### config.mk
export PLATFORM = sky130hd
export DESIGN_NAME = div_32bit_seq
export DESIGN_NICKNAME = d
export VERILOG_FILES = /design/src/rtl/div_32bit_seq_pkg.sv /design/src/rtl/div_32bit_seq_negate.sv /design/src/rtl/div_32bit_seq.sv
export SDC_FILE = /design/constraint.sdc
export NUM_CORES = 1
export LEC_CHECK = 0
export CORE_MARGIN = 4
export CORE_UTILIZATION = 55
export CTS_CLUSTER_DIAMETER = 50
export CTS_CLUSTER_SIZE = 24
export DETAILED_ROUTE_END_ITERATION = 7
export GPL_TIMING_DRIVEN = 0
export MAX_ROUTING_LAYER = met4
export PLACE_DENSITY = 0.83
export SKIP_LAST_GASP = 1
export SLEW_MARGIN = 20
export SYNTH_ARGS = -nofsm -noshare
export SYNTH_HDL_FRONTEND = slang
export SYNTH_SLANG_ARGS = --single-unit
### constraint.sdc
create_clock -name clock -period 8.7 [get_ports clock]
set_input_delay 1.305 -clock clock [delete_from_list [all_inputs] [get_ports clock]]
set_output_delay 1.305 -clock clock [all_outputs]
set_load 0.03 [all_outputs]
### src/rtl/div_32bit_seq_pkg.sv
// Shared definitions for the sequential signed divider.
//   DIV_WIDTH  : operand/result width (only 32 is supported)
//   DIV_ITER   : quotient iterations, one bit per cycle
//   CNT_W      : iteration counter width (must hold DIV_ITER)
//   div_state_e: divider FSM states
//   div_exception(): divide-by-zero / signed-overflow detect
package div_32bit_seq_pkg;

  localparam int unsigned DIV_WIDTH = 32;
  localparam int unsigned DIV_ITER  = 32;
  localparam int unsigned CNT_W     = 6;

  typedef enum logic [1:0] {
    S_IDLE = 2'd0,
    S_RUN  = 2'd1,
    S_DONE = 2'd2
  } div_state_e;

  // Exception when the divisor is zero, or for the single quotient
  // (-2^31 / -1) that is not representable in 32-bit two's complement.
  function automatic logic div_exception(
    input logic [DIV_WIDTH-1:0] a,
    input logic [DIV_WIDTH-1:0] b
  );
    logic b_zero;
    logic a_min;
    logic b_neg1;
    b_zero = (b == '0);
    a_min  = (a == {1'b1, {(DIV_WIDTH-1){1'b0}}});
    b_neg1 = (b == '1);
    return b_zero | (a_min & b_neg1);
  endfunction

endpackage

### src/rtl/div_32bit_seq_negate.sv
// Combinational two's-complement negation: out = ~in + 1.
// Shared with the ALU subtract path.
//   in_val  : value to negate
//   out_val : two's-complement negation of in_val
module negate_32bit #(
  parameter int unsigned WIDTH = 32
) (
  input  logic [WIDTH-1:0] in_val,
  output logic [WIDTH-1:0] out_val
);

  always_comb begin
    out_val = ~in_val + WIDTH'(1);
  end

endmodule

### src/rtl/div_32bit_seq.sv
// Multicycle signed 32-bit restoring divider.
// Operands are converted to magnitudes on the start edge, 32 quotient
// bits are produced one per cycle, and the quotient is re-signed on the
// completion edge. Result and exception are registered and held until the
// next completion or reset; data_resultRDY pulses for one cycle.
//   clock          : rising-edge clock
//   reset          : synchronous, active-high reset
//   ctrl_DIV       : start pulse; operands sampled on the edge it is high
//   data_operandA  : dividend (signed)
//   data_operandB  : divisor (signed)
//   data_result    : signed quotient, truncated toward zero
//   data_exception : divide-by-zero or overflow, valid with data_resultRDY
//   data_resultRDY : one-cycle completion pulse
module div_32bit_seq
  import div_32bit_seq_pkg::*;
#(
  parameter int unsigned WIDTH = DIV_WIDTH,
  parameter int unsigned ITER  = DIV_ITER
) (
  input  logic             clock,
  input  logic             reset,
  input  logic             ctrl_DIV,
  input  logic [WIDTH-1:0] data_operandA,
  input  logic [WIDTH-1:0] data_operandB,
  output logic [WIDTH-1:0] data_result,
  output logic             data_exception,
  output logic             data_resultRDY
);

  div_state_e       state_q,  state_d;
  logic [CNT_W-1:0] count_q,  count_d;
  logic [WIDTH-1:0] rem_q,    rem_d;
  logic [WIDTH-1:0] quot_q,   quot_d;
  logic [WIDTH-1:0] abs_b_q,  abs_b_d;
  logic             qsign_q,  qsign_d;
  logic             exc_q,    exc_d;
  logic [WIDTH-1:0] result_q, result_d;
  logic             dexc_q,   dexc_d;
  logic             rdy_q,    rdy_d;

  logic [WIDTH-1:0] neg_a;
  logic [WIDTH-1:0] neg_b;
  logic [WIDTH-1:0] neg_quot;
  logic [WIDTH-1:0] abs_a;
  logic [WIDTH-1:0] abs_b;
  logic [WIDTH:0]   rem_shift;
  logic [WIDTH:0]   trial;

  negate_32bit #(.WIDTH(WIDTH)) u_neg_a (
    .in_val  (data_operandA),
    .out_val (neg_a)
  );

  negate_32bit #(.WIDTH(WIDTH)) u_neg_b (
    .in_val  (data_operandB),
    .out_val (neg_b)
  );

  negate_32bit #(.WIDTH(WIDTH)) u_neg_q (
    .in_val  (quot_q),
    .out_val (neg_quot)
  );

  // -2^31 negates to itself; read as unsigned it is the correct magnitude.
  assign abs_a = data_operandA[WIDTH-1] ? neg_a : data_operandA;
  assign abs_b = data_operandB[WIDTH-1] ? neg_b : data_operandB;

  // The remainder is always below |B| <= 2^31, so the shifted value stays
  // under 2^32 and bit WIDTH of the difference is a true sign bit.
  assign rem_shift = {rem_q, quot_q[WIDTH-1]};
  assign trial     = rem_shift - {1'b0, abs_b_q};

  always_comb begin
    state_d  = state_q;
    count_d  = count_q;
    rem_d    = rem_q;
    quot_d   = quot_q;
    abs_b_d  = abs_b_q;
    qsign_d  = qsign_q;
    exc_d    = exc_q;
    result_d = result_q;
    dexc_d   = dexc_q;
    rdy_d    = 1'b0;

    if (ctrl_DIV) begin
      // A start in any state discards whatever was in flight.
      rem_d   = '0;
      quot_d  = abs_a;
      abs_b_d = abs_b;
      qsign_d = data_operandA[WIDTH-1] ^ data_operandB[WIDTH-1];
      exc_d   = div_exception(data_operandA, data_operandB);
      count_d = '0;
      state_d = S_RUN;
    end else begin
      case (state_q)
        S_IDLE: begin
          state_d = S_IDLE;
        end
        S_RUN: begin
          if (count_q == CNT_W'(ITER)) begin
            result_d = exc_q ? '0 : (qsign_q ? neg_quot : quot_q);
            dexc_d   = exc_q;
            rdy_d    = 1'b1;
            state_d  = S_DONE;
          end else begin
            quot_d  = {quot_q[WIDTH-2:0], ~trial[WIDTH]};
            rem_d   = trial[WIDTH] ? rem_shift[WIDTH-1:0] : trial[WIDTH-1:0];
            count_d = count_q + CNT_W'(1);
          end
        end
        S_DONE: begin
          state_d = S_IDLE;
        end
        default: begin
          state_d = S_IDLE;
        end
      endcase
    end
  end

  always_ff @(posedge clock) begin
    if (reset) begin
      state_q  <= S_IDLE;
      count_q  <= '0;
      rem_q    <= '0;
      quot_q   <= '0;
      abs_b_q  <= '0;
      qsign_q  <= 1'b0;
      exc_q    <= 1'b0;
      result_q <= '0;
      dexc_q   <= 1'b0;
      rdy_q    <= 1'b0;
    end else begin
      state_q  <= state_d;
      count_q  <= count_d;
      rem_q    <= rem_d;
      quot_q   <= quot_d;
      abs_b_q  <= abs_b_d;
      qsign_q  <= qsign_d;
      exc_q    <= exc_d;
      result_q <= result_d;
      dexc_q   <= dexc_d;
      rdy_q    <= rdy_d;
    end
  end

  assign data_result    = result_q;
  assign data_exception = dexc_q;
  assign data_resultRDY = rdy_q;

endmodule

==> results.yml <==
status:
  run_status: "completed"
cells_and_area:
  drive_above_1_share: 0.0352
  postLayoutCellArea_mm2: 0.0111
  fin_nets: 1430
  flow.area_growth_from_synthesis_pct: 20.4
  n_antenna_cell: 0
logic_synthesis:
  synthesized_area_fraction_occupied_by_ao_oa_aoi_and_oai_cells: 0.206
  synth_area_per_cell_um2: 7.66
  netlist_area_mm2: 0.00924
  synthesis.nets: 1312
  syn-instance-count: 1206
  async_reset_ff_frac: 0
  synth_seq_cells: 140
  synth_top_cells_by_area: "sky130_fd_sc_hd__dfxtp_1, sky130_fd_sc_hd__xor2_1, sky130_fd_sc_hd__ha_1"
  yosys.area_share.adder: 0.0536
  synth.distinct_cells: 53
  muxShareOfSynthArea: 0.0119
  post_synthesis_share_of_cell_area_spent_on_xor_and_xnor_gates: 0.117
  number_of_synthesized_flops_with_an_enable_pin: 0
  synth_top_cell_by_area: "sky130_fd_sc_hd__dfxtp_1"
  synth-main-ff-cell: "sky130_fd_sc_hd__dfxtp_1"
  area_share_of_and_or_nand_nor_cells_after_synthesis: 0.257
  largest_family_of_logic_cells_by_synthesized_area: "simple AND/OR/NAND/NOR gates"
  synth.top_cell.area_share: 0.303
  proportion_of_synthesized_chip_area_in_sequential_cells: 0.303
  ys_warn_count: 0
worst_setup_path:
  crit_chain: "inv_1, ha_1, fa_1, nand2b_1, a21o_1, a31o_2, o21ai_0, a31oi_1, o21ai_1, xnor2_1, clkbuf_1, a31oi_1, o22ai_1"
  max_stage_delay_ns: 0.56
  crit_top_cell: "sky130_fd_sc_hd__a31oi_1"
  crit_fanout: 10
  arrival_time_at_the_worst_endpoint_ns: 4.88
  setup.reg_to_reg.worst_slack_ns: 4.17
  critical-path-top-delay-family: "compound AO/OA/AOI/OAI gates"
  end_kind: "flip-flop"
  slowest_stage: "sky130_fd_sc_hd__clkbuf_1"
  timing.critical_path.buf_inv: 2
  required_ns: 9.05
  path_class: "flip-flop to flip-flop"
  critical_path.startpoint_type: "flip-flop"
route:
  drcViolationCount: 0
  dr.first_iter.drc_count: 1241
  route.vias.total: 9716
  route.final.wire_length_um: 28800
  avgViaCountPerCell: 6.24
  final_antenna_net_count: 0
  route.detailed.wl_per_inst_um: 18.5
  detailedRoute.firstPassIterationCount: 7
place:
  buffer_ports.inserted: 99
  routabilityCongestion: 0.973
  detailedPlacementHpwl_um: 21800
  placedInstanceArea_mm2: 0.0105
sta:
  finalWorstPathRequiredPeriod_ns: 4.53
  fin_crit_sh: 0.520
  fin_worst_skew_ns: 0.0115
  holdWs_ns: 0.484
  setup_viol: 0
  timing_worst_slew_pin_value_ns: 0.978
  unrepaired_setup_endpoints_after_global_routing: "no"
  report.final.hold_viol_count: 0
  upper_clock_frequency_limit_mhz: 221
  max-slew-margin-rel: 0.343
  final_max_slew_viol_count: 0
  final.setup.tns_ns: 0
floorplan:
  dieWidth_um: 138
  die_height_um: 138
  core_area_mm2: 0.0165
  num_io_pins: 101
  start_util: 0.559
  num_rows: 47
  floorplan_die_area_mm2: 0.0189
clock_tree:
  holdBufCountCts: 0
  cts_tree: "built"
  cell_at_the_root_of_the_clock_tree: "sky130_fd_sc_hd__clkbuf_16"
  post_cts_setup_repair_bufs: 0
  post_cts.resized_instances: 0
  htree_levels: 4
  clkSlewWorstSetupHoldPaths_ns: 0.06
  cts_buffer_depth: 2
  clock_latency_on_the_worst_skew_pair_ns: 0.43
  tritoncts_num_sinks: 140
  tritoncts.num_buffers: 17
hold_path:
  hold_path.class: "flip-flop to flip-flop"
global_routing:
  antenna_found_initial: 0
  global_route.usage.total: 0.314
  grt_max_degree: 17
  grt_pass1_wl_um: 45500
  first_global_vias: 8829
  gr-total-overflow: 0
pwr:
  pwr_density_cell_mw_per_mm2: 168
  totalPowerFinal_w: 0.00187
  worst_ir_drop_vdd_mv: 0.157
  p_leak_nw: 4.17
job:
  max-cap-violations: 0
## logic make-up (layout without fill, tap and decap cells)
family / after synthesis / after routing
AO/OA/AOI/OAI: 282 / 282
XOR/XNOR: 123 / 123
adder cells (fa/ha/maj): 39 / 39
buffers and inverters: 128 / 259
flip-flops: 140 / 140
multiplexers: 11 / 11
AND/OR/NAND/NOR: 483 / 483
## per-stage QoR
step	util	instances	setup WS, ns
6_report	0.673	1557	4.17
5_1_grt	0.673	1557	3.98
4_1_cts	0.673	1557	4.34
3_5_place_dp	0.636	1525	4.02
3_3_place_gp	0.636	1525	4.09
2_1_floorplan	-	1206	4.79
## layout by cell type (no fill, tap or decap), drive strengths merged, types with 5 or more instances in the layout
| master | instances |
|---|---|
| mux2i | 11 |
| and2 | 9 |
| and3 | 23 |
| ha | 38 |
| nand4 | 40 |
| nand2 | 119 |
| o22ai | 12 |
| or3 | 18 |
| xor2 | 78 |
| nand3 | 81 |
| o21bai | 5 |
| nor2 | 115 |
| clkbuf | 91 |
| a31oi | 10 |
| o21ai | 53 |
| inv | 52 |
| o31ai | 32 |
| or2 | 6 |
| a21oi | 49 |
| clkdlybuf4s50 | 99 |
| o211ai | 5 |
| a22oi | 18 |
| nor3 | 23 |
| a211oi | 61 |
| buf | 9 |
| nand2b | 9 |
| or4 | 12 |
| nor2b | 7 |
| a21o | 5 |
| nor4 | 9 |
| xnor2 | 45 |
| o41ai | 14 |
| dfxtp | 140 |
| nand3b | 9 |
## synthesized netlist by cell type, types with 2 or more instances
cell type / number
sky130_fd_sc_hd__o21ai_1: 6
sky130_fd_sc_hd__a21oi_1: 49
sky130_fd_sc_hd__nor4b_1: 2
sky130_fd_sc_hd__nor4_1: 9
sky130_fd_sc_hd__nand3b_1: 9
sky130_fd_sc_hd__and3_1: 23
sky130_fd_sc_hd__inv_1: 47
sky130_fd_sc_hd__a221oi_1: 2
sky130_fd_sc_hd__nor2b_1: 7
sky130_fd_sc_hd__a2111oi_0: 2
sky130_fd_sc_hd__clkbuf_1: 72
sky130_fd_sc_hd__a211oi_1: 61
sky130_fd_sc_hd__or3_1: 14
sky130_fd_sc_hd__nand2_1: 119
sky130_fd_sc_hd__and2_1: 9
sky130_fd_sc_hd__ha_1: 38
sky130_fd_sc_hd__or2_2: 6
sky130_fd_sc_hd__o22ai_1: 12
sky130_fd_sc_hd__or4_4: 3
sky130_fd_sc_hd__o21bai_1: 5
sky130_fd_sc_hd__or3_4: 4
sky130_fd_sc_hd__buf_1: 9
sky130_fd_sc_hd__dfxtp_1: 140
sky130_fd_sc_hd__nand4_1: 40
sky130_fd_sc_hd__nor3_1: 23
sky130_fd_sc_hd__a21o_1: 5
sky130_fd_sc_hd__nand2b_1: 9
sky130_fd_sc_hd__o211ai_1: 5
sky130_fd_sc_hd__nand3_1: 81
sky130_fd_sc_hd__xnor2_1: 45
sky130_fd_sc_hd__a311oi_1: 4
sky130_fd_sc_hd__o21a_1: 3
sky130_fd_sc_hd__o31ai_1: 30
sky130_fd_sc_hd__o21ai_0: 47
sky130_fd_sc_hd__o41ai_1: 13
sky130_fd_sc_hd__a31oi_1: 10
sky130_fd_sc_hd__a22oi_1: 18
sky130_fd_sc_hd__xor2_1: 78
sky130_fd_sc_hd__nor2_1: 115
sky130_fd_sc_hd__mux2i_1: 11
sky130_fd_sc_hd__or4_1: 9
## area by class of cell
cell class	count	area [um^2]
Multi-Input combinational cell	938	5950
Fill cell	1380	5410
Sequential cell	140	2800
Timing Repair Buffer	99	991
Clock buffer	19	433
Buffer	81	304
Tap cell	220	275
Clock inverter	13	181
Inverter	47	176
## final timing paths
kind / depth (start not counted) / startpoint / endpoint
max reg2reg: 13 / quot_q[31] / rem_q[24]
max: 13 / quot_q[31] / rem_q[24]
min reg2reg: 2 / abs_b_q[13] / abs_b_q[13]
min: 2 / abs_b_q[13] / abs_b_q[13]
## sequential cells by signal (all words and copies together), names as in the netlist
register	flops
qsign_q	1
data_result	32
abs_b_q	32
count_q	6
rem_q	32
data_resultRDY	1
data_exception	1
quot_q	32
state_q	2
exc_q	1
## power breakdown
group          internal [W]  switching, W
Sequential         0.000670     0.0000345
Clock              0.000459      0.000307
Combinational      0.000156      0.000246
## per-layer routing
metal  global-route usage  wire length (um)  vias up  part of all wire
met3               0.0614              3060       63              0.11
li1                     -                 -     4594                 -
met4               0.0904               584        0             0.020
met2                0.459             12400      518              0.43
met1                0.441             12700     4541              0.44
met5                    -                 0        -                 0
## worst register-to-register path, stage by stage (launching register included)
cell,delay [ns]
sky130_fd_sc_hd__dfxtp_1,0.35
sky130_fd_sc_hd__inv_1,0.11
sky130_fd_sc_hd__ha_1,0.25
sky130_fd_sc_hd__fa_1,0.41
sky130_fd_sc_hd__nand2b_1,0.18
sky130_fd_sc_hd__a21o_1,0.18
sky130_fd_sc_hd__a31o_2,0.24
sky130_fd_sc_hd__o21ai_0,0.55
sky130_fd_sc_hd__a31oi_1,0.39
sky130_fd_sc_hd__o21ai_1,0.53
sky130_fd_sc_hd__xnor2_1,0.34
sky130_fd_sc_hd__clkbuf_1,0.56
sky130_fd_sc_hd__a31oi_1,0.21
sky130_fd_sc_hd__o22ai_1,0.16
Note: power is estimated with default switching activity, not from simulation.
